### src/rtl/upg_pkg.sv
// Shared types and constants for the UART upgrade loader.
package upg_pkg;

    localparam int unsigned ADDR_W          = 14;
    localparam int unsigned MAX_WORDS       = 16384;
    localparam int unsigned TIMEOUT_CYC_DEF = 1000000;
    localparam int unsigned BYTE_W          = 8;
    localparam int unsigned WORD_W          = 32;
    localparam int unsigned LEN_W           = 16;
    // One extra bit so the word index can reach MAX_WORDS without wrapping.
    localparam int unsigned WIDX_W          = ADDR_W + 1;

    typedef enum logic [2:0] {
        S_LEN_LO = 3'd0,
        S_LEN_HI = 3'd1,
        S_DATA   = 3'd2,
        S_DONE   = 3'd3,
        S_ERR    = 3'd4
    } upg_state_t;

    typedef struct packed {
        logic [ADDR_W-1:0] adr;
        logic [WORD_W-1:0] dat;
    } upg_wr_t;

    function automatic logic len_too_big(input logic [LEN_W-1:0] len);
        return 32'(len) > MAX_WORDS;
    endfunction

endpackage

### src/rtl/upg_word_pack.sv
// Packs little-endian bytes into 32-bit words; flags the byte that completes a word.
module upg_word_pack
    import upg_pkg::*;
(
    input  logic              clk,
    input  logic              rst,
    input  logic              byte_vld,
    input  logic [BYTE_W-1:0] byte_dat,
    output logic [WORD_W-1:0] word_c,
    output logic              word_done_c
);

    // Only the three pending bytes are stored; the fourth arrives live.
    localparam int unsigned SR_W = WORD_W - BYTE_W;

    logic [1:0]      byte_idx;
    logic [SR_W-1:0] sr;

    assign word_c      = {byte_dat, sr};
    assign word_done_c = byte_vld && (byte_idx == 2'd3);

    always_ff @(posedge clk or posedge rst) begin
        if (rst) begin
            byte_idx <= 2'd0;
            sr       <= '0;
        end else if (byte_vld) begin
            byte_idx <= byte_idx + 2'd1;
            sr       <= word_c[WORD_W-1:BYTE_W];
        end
    end

endmodule

### src/rtl/upg_loader.sv
// Frame loader: receives a length-prefixed word stream over UART and issues memory writes.
module upg_loader
    import upg_pkg::*;
#(
    parameter int unsigned TIMEOUT_CYC = TIMEOUT_CYC_DEF
) (
    input  logic              upg_clk_i,
    input  logic              upg_rst_i,
    input  logic [7:0]        rx_dat_i,
    input  logic              rx_vld_i,
    output logic              upg_wen_o,
    output logic [13:0]       upg_adr_o,
    output logic [31:0]       upg_dat_o,
    output logic              upg_done_o,
    output logic              err_o
);

    localparam int unsigned IDLE_W = $clog2(TIMEOUT_CYC + 1);

    upg_state_t        state;
    logic [BYTE_W-1:0] len_lo;
    logic [LEN_W-1:0]  len;
    logic [WIDX_W-1:0] word_idx;
    logic [IDLE_W-1:0] idle_cnt;
    upg_wr_t           wr_q;

    logic              pack_vld_c;
    logic              word_done_c;
    logic [WORD_W-1:0] word_c;
    logic [LEN_W-1:0]  len_c;
    logic              last_word_c;
    logic              idle_exp_c;

    assign pack_vld_c  = rx_vld_i && (state == S_DATA);
    assign len_c       = {rx_dat_i, len_lo};
    assign last_word_c = (LEN_W'(word_idx) == (len - LEN_W'(1)));
    assign idle_exp_c  = (idle_cnt == IDLE_W'(TIMEOUT_CYC));

    upg_word_pack u_pack (
        .clk         (upg_clk_i),
        .rst         (upg_rst_i),
        .byte_vld    (pack_vld_c),
        .byte_dat    (rx_dat_i),
        .word_c      (word_c),
        .word_done_c (word_done_c)
    );

    assign upg_adr_o = wr_q.adr;
    assign upg_dat_o = wr_q.dat;

    // Frame FSM with registered write, done and error outputs.
    always_ff @(posedge upg_clk_i or posedge upg_rst_i) begin
        if (upg_rst_i) begin
            state      <= S_LEN_LO;
            len_lo     <= '0;
            len        <= '0;
            word_idx   <= '0;
            idle_cnt   <= '0;
            wr_q       <= '0;
            upg_wen_o  <= 1'b0;
            upg_done_o <= 1'b0;
            err_o      <= 1'b0;
        end else begin
            upg_wen_o  <= 1'b0;
            upg_done_o <= (state == S_DONE);
            err_o      <= (state == S_ERR);

            case (state)
                S_LEN_LO: begin
                    idle_cnt <= '0;
                    if (rx_vld_i) begin
                        len_lo <= rx_dat_i;
                        state  <= S_LEN_HI;
                    end
                end

                S_LEN_HI: begin
                    if (rx_vld_i) begin
                        idle_cnt <= '0;
                        len      <= len_c;
                        if (len_c == '0) begin
                            state <= S_DONE;
                        end else if (len_too_big(len_c)) begin
                            state <= S_ERR;
                        end else begin
                            state <= S_DATA;
                        end
                    end else if (idle_exp_c) begin
                        state <= S_ERR;
                    end else begin
                        idle_cnt <= idle_cnt + IDLE_W'(1);
                    end
                end

                S_DATA: begin
                    if (rx_vld_i) begin
                        idle_cnt <= '0;
                        if (word_done_c) begin
                            upg_wen_o <= 1'b1;
                            wr_q.adr  <= word_idx[ADDR_W-1:0];
                            wr_q.dat  <= word_c;
                            word_idx  <= word_idx + WIDX_W'(1);
                            if (last_word_c) begin
                                state <= S_DONE;
                            end
                        end
                    end else if (idle_exp_c) begin
                        state <= S_ERR;
                    end else begin
                        idle_cnt <= idle_cnt + IDLE_W'(1);
                    end
                end

                S_DONE, S_ERR: begin
                    idle_cnt <= '0;
                end

                default: begin
                    state <= S_ERR;
                end
            endcase
        end
    end

endmodule

### config.mk
export PLATFORM = sky130hd
export DESIGN_NAME = upg_loader
export DESIGN_NICKNAME = d
export VERILOG_FILES = /design/src/rtl/upg_pkg.sv /design/src/rtl/upg_word_pack.sv /design/src/rtl/upg_loader.sv
export SDC_FILE = /design/constraint.sdc
export NUM_CORES = 1
export LEC_CHECK = 0
export BUFFER_PORTS_ARGS = -buffer_cell sky130_fd_sc_hd__buf_4
export CORE_MARGIN = 5
export CORE_UTILIZATION = 43
export CTS_CLUSTER_DIAMETER = 100
export CTS_CLUSTER_SIZE = 10
export DETAILED_ROUTE_END_ITERATION = 7
export SLEW_MARGIN = 20
export SYNTH_ARGS = -nofsm -noshare
export SYNTH_HDL_FRONTEND = slang
export SYNTH_HIERARCHICAL = 1
export SYNTH_SLANG_ARGS = --single-unit
### constraint.sdc
create_clock -name upg_clk_i -period 4.3 [get_ports upg_clk_i]
set_clock_uncertainty 0.2 [all_clocks]
set_input_delay 0 -clock upg_clk_i [delete_from_list [all_inputs] [get_ports upg_clk_i]]
set_output_delay 0 -clock upg_clk_i [all_outputs]
set_load 0.05 [all_outputs]
==> After elaboration in Yosys (flattened, before gate mapping) <==
Index checks and enable logic that the tools add are counted.
{ "word_totals": {"reg_bits": 137, "output_inout_bits": 49, "elab_cells": 57, "in_bits": 11, "ramBits": 0, "mem_count": 0, "romBits": 0, "latch_bits": 0} }
{ "classes": {"n_shift": 0, "n_mux": 15, "order_cmp": 1, "n_addsub": 4, "div": 0, "reduce_logical": 13, "n_eq_ne": 11, "bitwise_logic": 1, "n_mul": 0} }
{ "op_table": {"columns": ["cell", "n"], "rows": [
  ["$mux W20", 2],
  ["$pmux W20 S2", 1],
  ["$mux W3", 8],
  ["$add A20 B1 Y20 const B", 1],
  ["$eq A20 B20 Y1 const B", 1],
  ["$eq A15 B16 Y1", 1],
  ["$gt A16 B15 Y1 const B", 1],
  ["$logic_not A16 Y1", 1],
  ["$sub A16 B1 Y16 const B", 1],
  ["$add A15 B1 Y15 const B", 1],
  ["$pmux W3 S4", 1],
  ["$eq A3 B2 Y1 const B", 2],
  ["$ne A3 B3 Y1 const B", 2],
  ["$reduce_and A2 Y1", 3],
  ["$reduce_and A4 Y1", 1],
  ["$reduce_or A2 Y1", 2],
  ["$eq A3 B1 Y1 const B", 1],
  ["$eq A3 B3 Y1 const B", 1],
  ["$logic_not A3 Y1", 1],
  ["$mux W1", 3],
  ["$ne A3 B2 Y1 const B", 1],
  ["$reduce_and A3 Y1", 1],
  ["$reduce_or A3 Y1", 1],
  ["$add A2 B1 Y2 const B", 1],
  ["5 further kinds", 6]
]} }

==> Depth between registers and ports, before layout <==
Gate-level depths: netlist of run 1.
{ "depth": {"ltp_word": 6, "ltp_mapped": 12, "mapped_depth_nobuf": 9} }

==> Hierarchy <==
The synthesis of run 1 kept the hierarchy.
{ "modules_own_cells": {"columns": ["mod", "seq_area_each_um2", "area_per_inst_um2", "instances", "cells_per_inst"], "rows": [
  ["upg_loader", 2777.7, 5312.6, 1, 558],
  ["upg_word_pack", 650.6, 1142.3, 1, 66]
]} }

==> Least setup slack after synthesis of run 1 <==
OpenSTA, ideal clock, no wires.
{ "synth_path": {"kind": "register to register", "from": "reg len[5]", "to": "reg state[0]", "setup_ps": 111, "required_ps": 3989, "t_arrival_ps": 2687, "stages_incl_launch_ff": 9, "synth_period_minus_slack_ps": 2998, "slack_ps": 1302, "n_path_buf": 1, "path_cell_list": "dfrtp_1 -> buf_6 -> or4_4 -> or3_4 -> or4_1 -> xnor2_1 -> a2111oi_2 -> nand3_2 -> a2111oi_2"} }
{ "synth_via": {"elab_chain_cells": 4} }
{ "synth_rtl": {"columns": ["item", "line_no", "rtl"], "rows": [
  ["from (decl)", "upg_loader.sv:22", "logic [LEN_W-1:0] len;"],
  ["from (signal assigned)", "upg_loader.sv:80", "len <= len_c;"],
  ["$sub A16 B1 Y16", "upg_loader.sv:36", "assign last_word_c = (LEN_W'(word_idx) == (len - LEN_W'(1)));"],
  ["$eq A15 B16 Y1", "upg_loader.sv:36", null],
  ["$ne A3 B3 Y1 (no line)", null, null],
  ["$reduce_and A4 Y1 (no line)", null, null],
  ["to (signal assigned)", "upg_loader.sv:54", "state <= S_LEN_LO;"],
  ["to (signal assigned)", "upg_loader.sv:73", "state <= S_LEN_HI;"],
  ["to (signal assigned)", "upg_loader.sv:82", "state <= S_DONE;"],
  ["to (decl)", "upg_loader.sv:20", "upg_state_t state;"]
]} }
Every way passes these cells.
A chain may end at the register's enable or synchronous reset.

==> Worst setup path in the final report of run 1 <==
Same ends and word-level chain as after synthesis.

==> run metrics, run 1 <==
status=completed; I/O pin count=60; crit share post-route=73.86%; CTS root buf=clkbuf_16; starting density of the core=44.08%; fin area=7677 sq um; dpl cell area=6965 sq um; drt first pass iters=4; initial antenna violation count=0; setup tns final=0 ns; post-synthesis mux area share=9.401%; H-Tree Depth=4; asr flop ratio synth=100.0%; Startpoint Class=flop; chip width=132.5 microns; DP HPWL=9157 microns; reg-to-reg critical path endpoint=state[0]; cells on worst reg2reg path=7; internal power=2863 uW; GPL Wtd Cong=0.8645; Psw=1116 uW; Synth Area in XOR/XNOR=5.020%; fin util=52.43%; syn nets=640; die height=132.5 microns; Post-route DRC=0; sequential share of power=44.2%; critical path class=flop to flop; RSZ-0062 raised after global routing=false; Hold Path Class=primary input to asynchronous set/reset pin; WP data required=4.40 ns; PostCTS Resize Cnt=0; main combinational cell family by area after synthesis=simple AND/OR/NAND/NOR gates; final hold violation count=0; synthesized cell area=6455 sq um; total wire length=13600 microns; complex-gate fraction of the synthesized area=6.571%; TritonCTS clock tree=done; Tot Pwr=3979 uW; max cap viols=0; share of post-route cells with drive strength above 1=23.70%; Pleak=0.003632 uW; FP Rows=44; Setup Buffers After CTS=0; f_max=314.9 MHz; Net Sw Frac=28.04%; CTS Sinks=137; Routed Antenna Nets=0; DRT iter0 DRCs=218; Cells after Synth=624; worst hold slack=0.04942 ns; commonest cells after routing, fill and taps aside=nand2_1, dfrtp_1, buf_4; post-synthesis adder-cell area fraction=0.9692%; largest net degree at the start of global routing=80; core area=14640 sq um; power share of the clock group=37.2%; first-pass GRT wire length=23070 microns; signal arrival time at the worst endpoint=3.28 ns; CP Launch Point=len[5]; Tot GR Track Use=16.11%; Syn. warnings=6; vias per cell=5.233; crit end category=flop; VDD IR max=0.0002738 V; Layout area overhead=18.94%; Die Footprint=17560 sq um; Tmin final=3.176 ns; flop-to-flop setup slack=1.12 ns; post-synthesis register bit count=137; grt ovf=0; via count=4584; crit path max fanout=9; slew margin rel.=39.28%; Longest Clk Path Bufs=2; Port-buffer cells=59; register area share after synthesis=53.11%; crit path to=state[0]; worst r2r src=len[5]; most common cell after layout, fill and taps aside=nand2_1; nets@finish=695; vias in the first global route=4596; total CTS buffers=17; Setup Viol. Count Final=0; Yosys cell types=62; Pwr Density=518.2 nW/um^2; simple-gate share of the synthesized area=20.68%; Clock Latency Late Sink=0.41 ns; Comb pwr share=18.6%; ys flop type=dfrtp_1; routed len/inst=15.53 microns; clock transition at the registers of the reported paths=0.06 ns; worst-margin pin slew=0.9053 ns; max-slew violation count=0; Post-synth EDFFs=0; ant diodes=0; syn avg cell area=10.34 sq um
[timing repair]
item	in CTS	in global routing
setup endpoints to repair	0	0
hold buffers	10	0
hold endpoints to repair	144	0
[kinds of logic after synthesis]
logic type / count (synthesis)
and+or+nand+nor: 284
DFF: 137
AOI/OAI and AO/OA: 61
buffers and inverters: 52
muxes: 48
xor gates and xnor gates: 37
adders and majority gates: 5
[cell usage after synthesis, types with 9 or more instances]
cell type | count | area share (%)
o21ai_0 | 24 | 1.9
nor2_1 | 35 | 2.0
nor3_1 | 9 | 0.70
xor2_1 | 9 | 1.2
nand4_1 | 11 | 1.1
nand2_1 | 161 | 9.4
mux2_4 | 18 | 4.2
nand3_1 | 16 | 1.2
inv_1 | 12 | 0.70
mux2_2 | 29 | 5.1
xnor2_1 | 28 | 3.8
clkbuf_1 | 24 | 1.4
dfrtp_1 | 137 | 53
[layer usage]
metal	vias to the layer above	wire length [microns]	GRT usage, %
met5	-	0	0
met1	2216	6479	22.02
met3	27	634	4.252
met4	0	322	7.506
met2	117	6167	23.99
li1	2224	-	-
[cell type report]
cell class,count,area (sq um)
Inverter,13,53.80
Sequential cell,137,3428
Tap cell,184,230.2
Clock inverter,13,151.4
Fill cell,1319,6967
Timing Repair Buffer,75,588.1
Multi-Input combinational cell,435,2773
Clock buffer,19,452.9
[critical path, stage by stage (launching register included)]
cell	delay [ns]
dfrtp_1	0.48
or4_4	0.60
or3_4	0.40
or4_1	0.42
xnor2_1	0.15
a2111oi_2	0.35
nand3_2	0.16
a2111oi_2	0.31
[power groups by stage]
stage / clock network, uW / registers, uW / logic [uW]
2_1_floorplan: 0 / 1710 / 630
3_3_place_gp: 0 / 1770 / 712
3_5_place_dp: 0 / 1780 / 731
4_1_cts: 1520 / 1760 / 745
5_1_grt: 1570 / 1800 / 820
6_report: 1480 / 1760 / 739
[state kept, by name (all words and copies together) (netlist names)]
name,cells
word_idx,15
idle_cnt,20
upg_dat_o,32
upg_adr_o,14
u_pack/sr,24
upg_wen_o,1
err_o,1
len,16
state,3
len_lo,8
upg_done_o,1
u_pack/byte_idx,2
[through the flow]
stage / setup slack, ns / instances
6_report: 1.124 / 876
5_1_grt: 0.9656 / 876
4_1_cts: 1.091 / 876
3_5_place_dp: 1.099 / 834
3_3_place_gp: 1.191 / 834
2_1_floorplan: 1.169 / 624
[how the worst min path moves through the flow]
stage                     start                 end  cells past startpoint
global route          upg_rst_i        u_pack/sr[1]                      3
finish                upg_rst_i       upg_dat_o[15]                      3
floorplan             upg_rst_i  u_pack/byte_idx[0]                      1
CTS                 rx_dat_i[1]       upg_dat_o[25]                      4
global placement    rx_dat_i[3]       upg_dat_o[27]                      3
detailed placement  rx_dat_i[3]       upg_dat_o[27]                      3
Note: power is estimated with default switching activity, not from simulation.
==> inputs of run 2 (changes only) <==
Clock period 4.3 ns to 3 ns, I/O delays scaled along.
==> run 2 against run 1 <==
Compared with the run above: total power rose by 50%; flip-flop and latch count is the same; die area stayed put; wire length grew 5.9%; clock-buffer cell count is 2 lower; setup slack got worse by 1.1 ns; clock power up 47%; sequential share of layout area shrank 1.2 points; combinational power increased by 77%; sequential power rose by 41%; final area is 2.8% higher; critical path type unchanged; largest cell class unchanged; highest routed layer unchanged.
==> run metrics, run 2 (synthesis gave the netlist of run 1 again) <==
worst r2r src=len[5]; die height=132.5 microns (unchanged); RSZ-0062 raised after global routing=true; final cell count without fillers=892 (+1.8%); Slowest-stage cell, CP=or4_4; Clock Latency Late Sink=0.43 ns (+0.02 ns); core area=14640 sq um (unchanged); total wire length=14400 microns (+5.9%); max-slew violation count=0 (unchanged); worst hold endpoint=upg_dat_o[28]; flop-to-flop setup slack=0.07 ns (-1.05 ns); CTS root buf=clkbuf_16; grt ovf=0 (unchanged); share of post-route cells with drive strength above 1=25.85% (+2.1 points); TritonCTS clock tree=done; cells on worst reg2reg path=7 (unchanged); max reg flops=32 (unchanged); reg-to-reg critical path endpoint=state[0]; largest net degree at the start of global routing=51 (-36%); Layout area overhead=22.25%; signal arrival time at the worst endpoint=3.05 ns (-0.23 ns); crit end category=flop; H-Tree Depth=4 (unchanged); Die Footprint=17560 sq um (unchanged); most common cell after layout, fill and taps aside=nand2_1; dpl cell area=7062 sq um (+1.4%); routed len/inst=16.15 microns (+4.0%); Setup Viol. Count Final=0 (unchanged); max cap viols=0 (unchanged); Hold Path Class=primary input to flop; slew margin rel.=37.12% (-2.2 points); Startpoint Class=flop; DRT iter0 DRCs=248 (+14%); CTS Sinks=137 (unchanged); Longest Clk Path Bufs=2 (unchanged); Routed Antenna Nets=0 (unchanged); via count=4631 (+1.0%); initial antenna violation count=0 (unchanged); critical path class=flop to flop; chip width=132.5 microns (unchanged); Pwr Density=754.9 nW/um^2 (+46%); Post-route DRC=0 (unchanged); placed insts=845 (+1.3%); critical path's largest stage delay=0.54 ns (-0.06 ns); ant diodes=0 (unchanged); Port-buffer cells=59 (unchanged); VDD IR max=0.0004317 V (+58%); status=completed; hold path start=rx_dat_i[4]; total CTS buffers=17 (unchanged); starting density of the core=44.08% (unchanged); fin area=7891 sq um (+2.8%); clock transition at the registers of the reported paths=0.06 ns (about the same); vias per cell=5.192 (-0.79%); fin util=53.89% (+1.5 points); WP data required=3.12 ns (-1.28 ns); GPL Wtd Cong=0.8433 (-2.5%); crit-path cells=or4_4, or3_4, or4_4, xnor2_2, a2111oi_4, nand3_2, a2111oi_4; FP Rows=44 (unchanged); Tmin final=2.929 ns (-0.2469 ns); WHS Path Cells=4; Filler cells=1297 (-1.7%); DP HPWL=9563 microns (+4.4%); first-pass GRT wire length=24050 microns (+4.2%); Pleak=0.003718 uW (+2.4%); nets@finish=711 (+2.3%); worst-margin pin slew=0.9374 ns (+0.03211 ns); drt first pass iters=4 (unchanged); I/O pin count=60 (unchanged); setup tns final=0 ns (unchanged); crit path max fanout=3 (-6); Tot GR Track Use=17.03% (+0.92 points); f_max=341.4 MHz (+8.4%); vias in the first global route=4566 (-0.65%); commonest cells after routing, fill and taps aside=nand2_1, dfrtp_1, buf_4; crit share post-route=97.63% (+24 points); final hold violation count=0 (unchanged)
==> run 2: worst max path at each step <==
stage	start	end	slack [ns]	cells after the start
after floorplan	len[5]	state[0]	0.002	8
after global placement	len[5]	state[0]	0.03	7
after detailed placement	len[5]	state[0]	-0.01	7
after CTS	len[0]	state[0]	0.02	9
after global routing	len[5]	state[0]	-0.02	7
final	len[5]	state[0]	0.07	7
==> run 2: routing by layer <==
metal  GRT usage (%)  up-vias  wire, microns
li1                -     2245              -
met1           24.07     2289           7007
met2           25.69       80           6756
met3           4.404       17            451
met4           5.543        0            188
met5               0        -              0
==> run 2: what timing repair did <==
item,CTS,global route
pin swaps,1,2
resized for setup,1,8
endpoints found under the hold margin,112,12
setup buffers,0,3
hold buffers,10,1
setup endpoints to repair,1,3
==> run 2: worst max-delay path, delay by kind of cell (launching register included) <==
kind                      cells  cell delay [ns]
AOI/OAI and AO/OA             2             0.53
xor gates and xnor gates      1             0.16
DFF                           1             0.38
and+or+nand+nor               4             1.55
==> run 2: metrics by stage <==
step | power, uW | hold slack (ns) | worst slack, ns
floorplan | 3352 | -0.1600 | 0.001966
global placement | 3656 | 0.05660 | 0.03376
detailed placement | 3708 | 0.06308 | -0.01231
CTS | 5925 | 0.1694 | 0.02229
global route | 6256 | 0.2115 | -0.01926
finish | 5957 | 0.1941 | 0.07097
==> run 2: layout make-up <==
cell class	count	area [sq um]	share of cell area [%]
Clock inverter	15	190.2	2.410
Multi-Input combinational cell	435	2829	35.85
Tap cell	184	230.2	2.917
Timing Repair Buffer	91	735.7	9.323
Sequential cell	137	3428	43.44
Clock buffer	17	425.4	5.391
Inverter	13	52.55	0.6659
==> run 2: power by group <==
group          leakage (uW)  total [uW]  internal (uW)  switching [uW]
sequential          0.00183        2480           2180             299
clock              0.000287        2170           1320             847
combinational       0.00160        1310            707             605
total               0.00372        5960           4210            1750
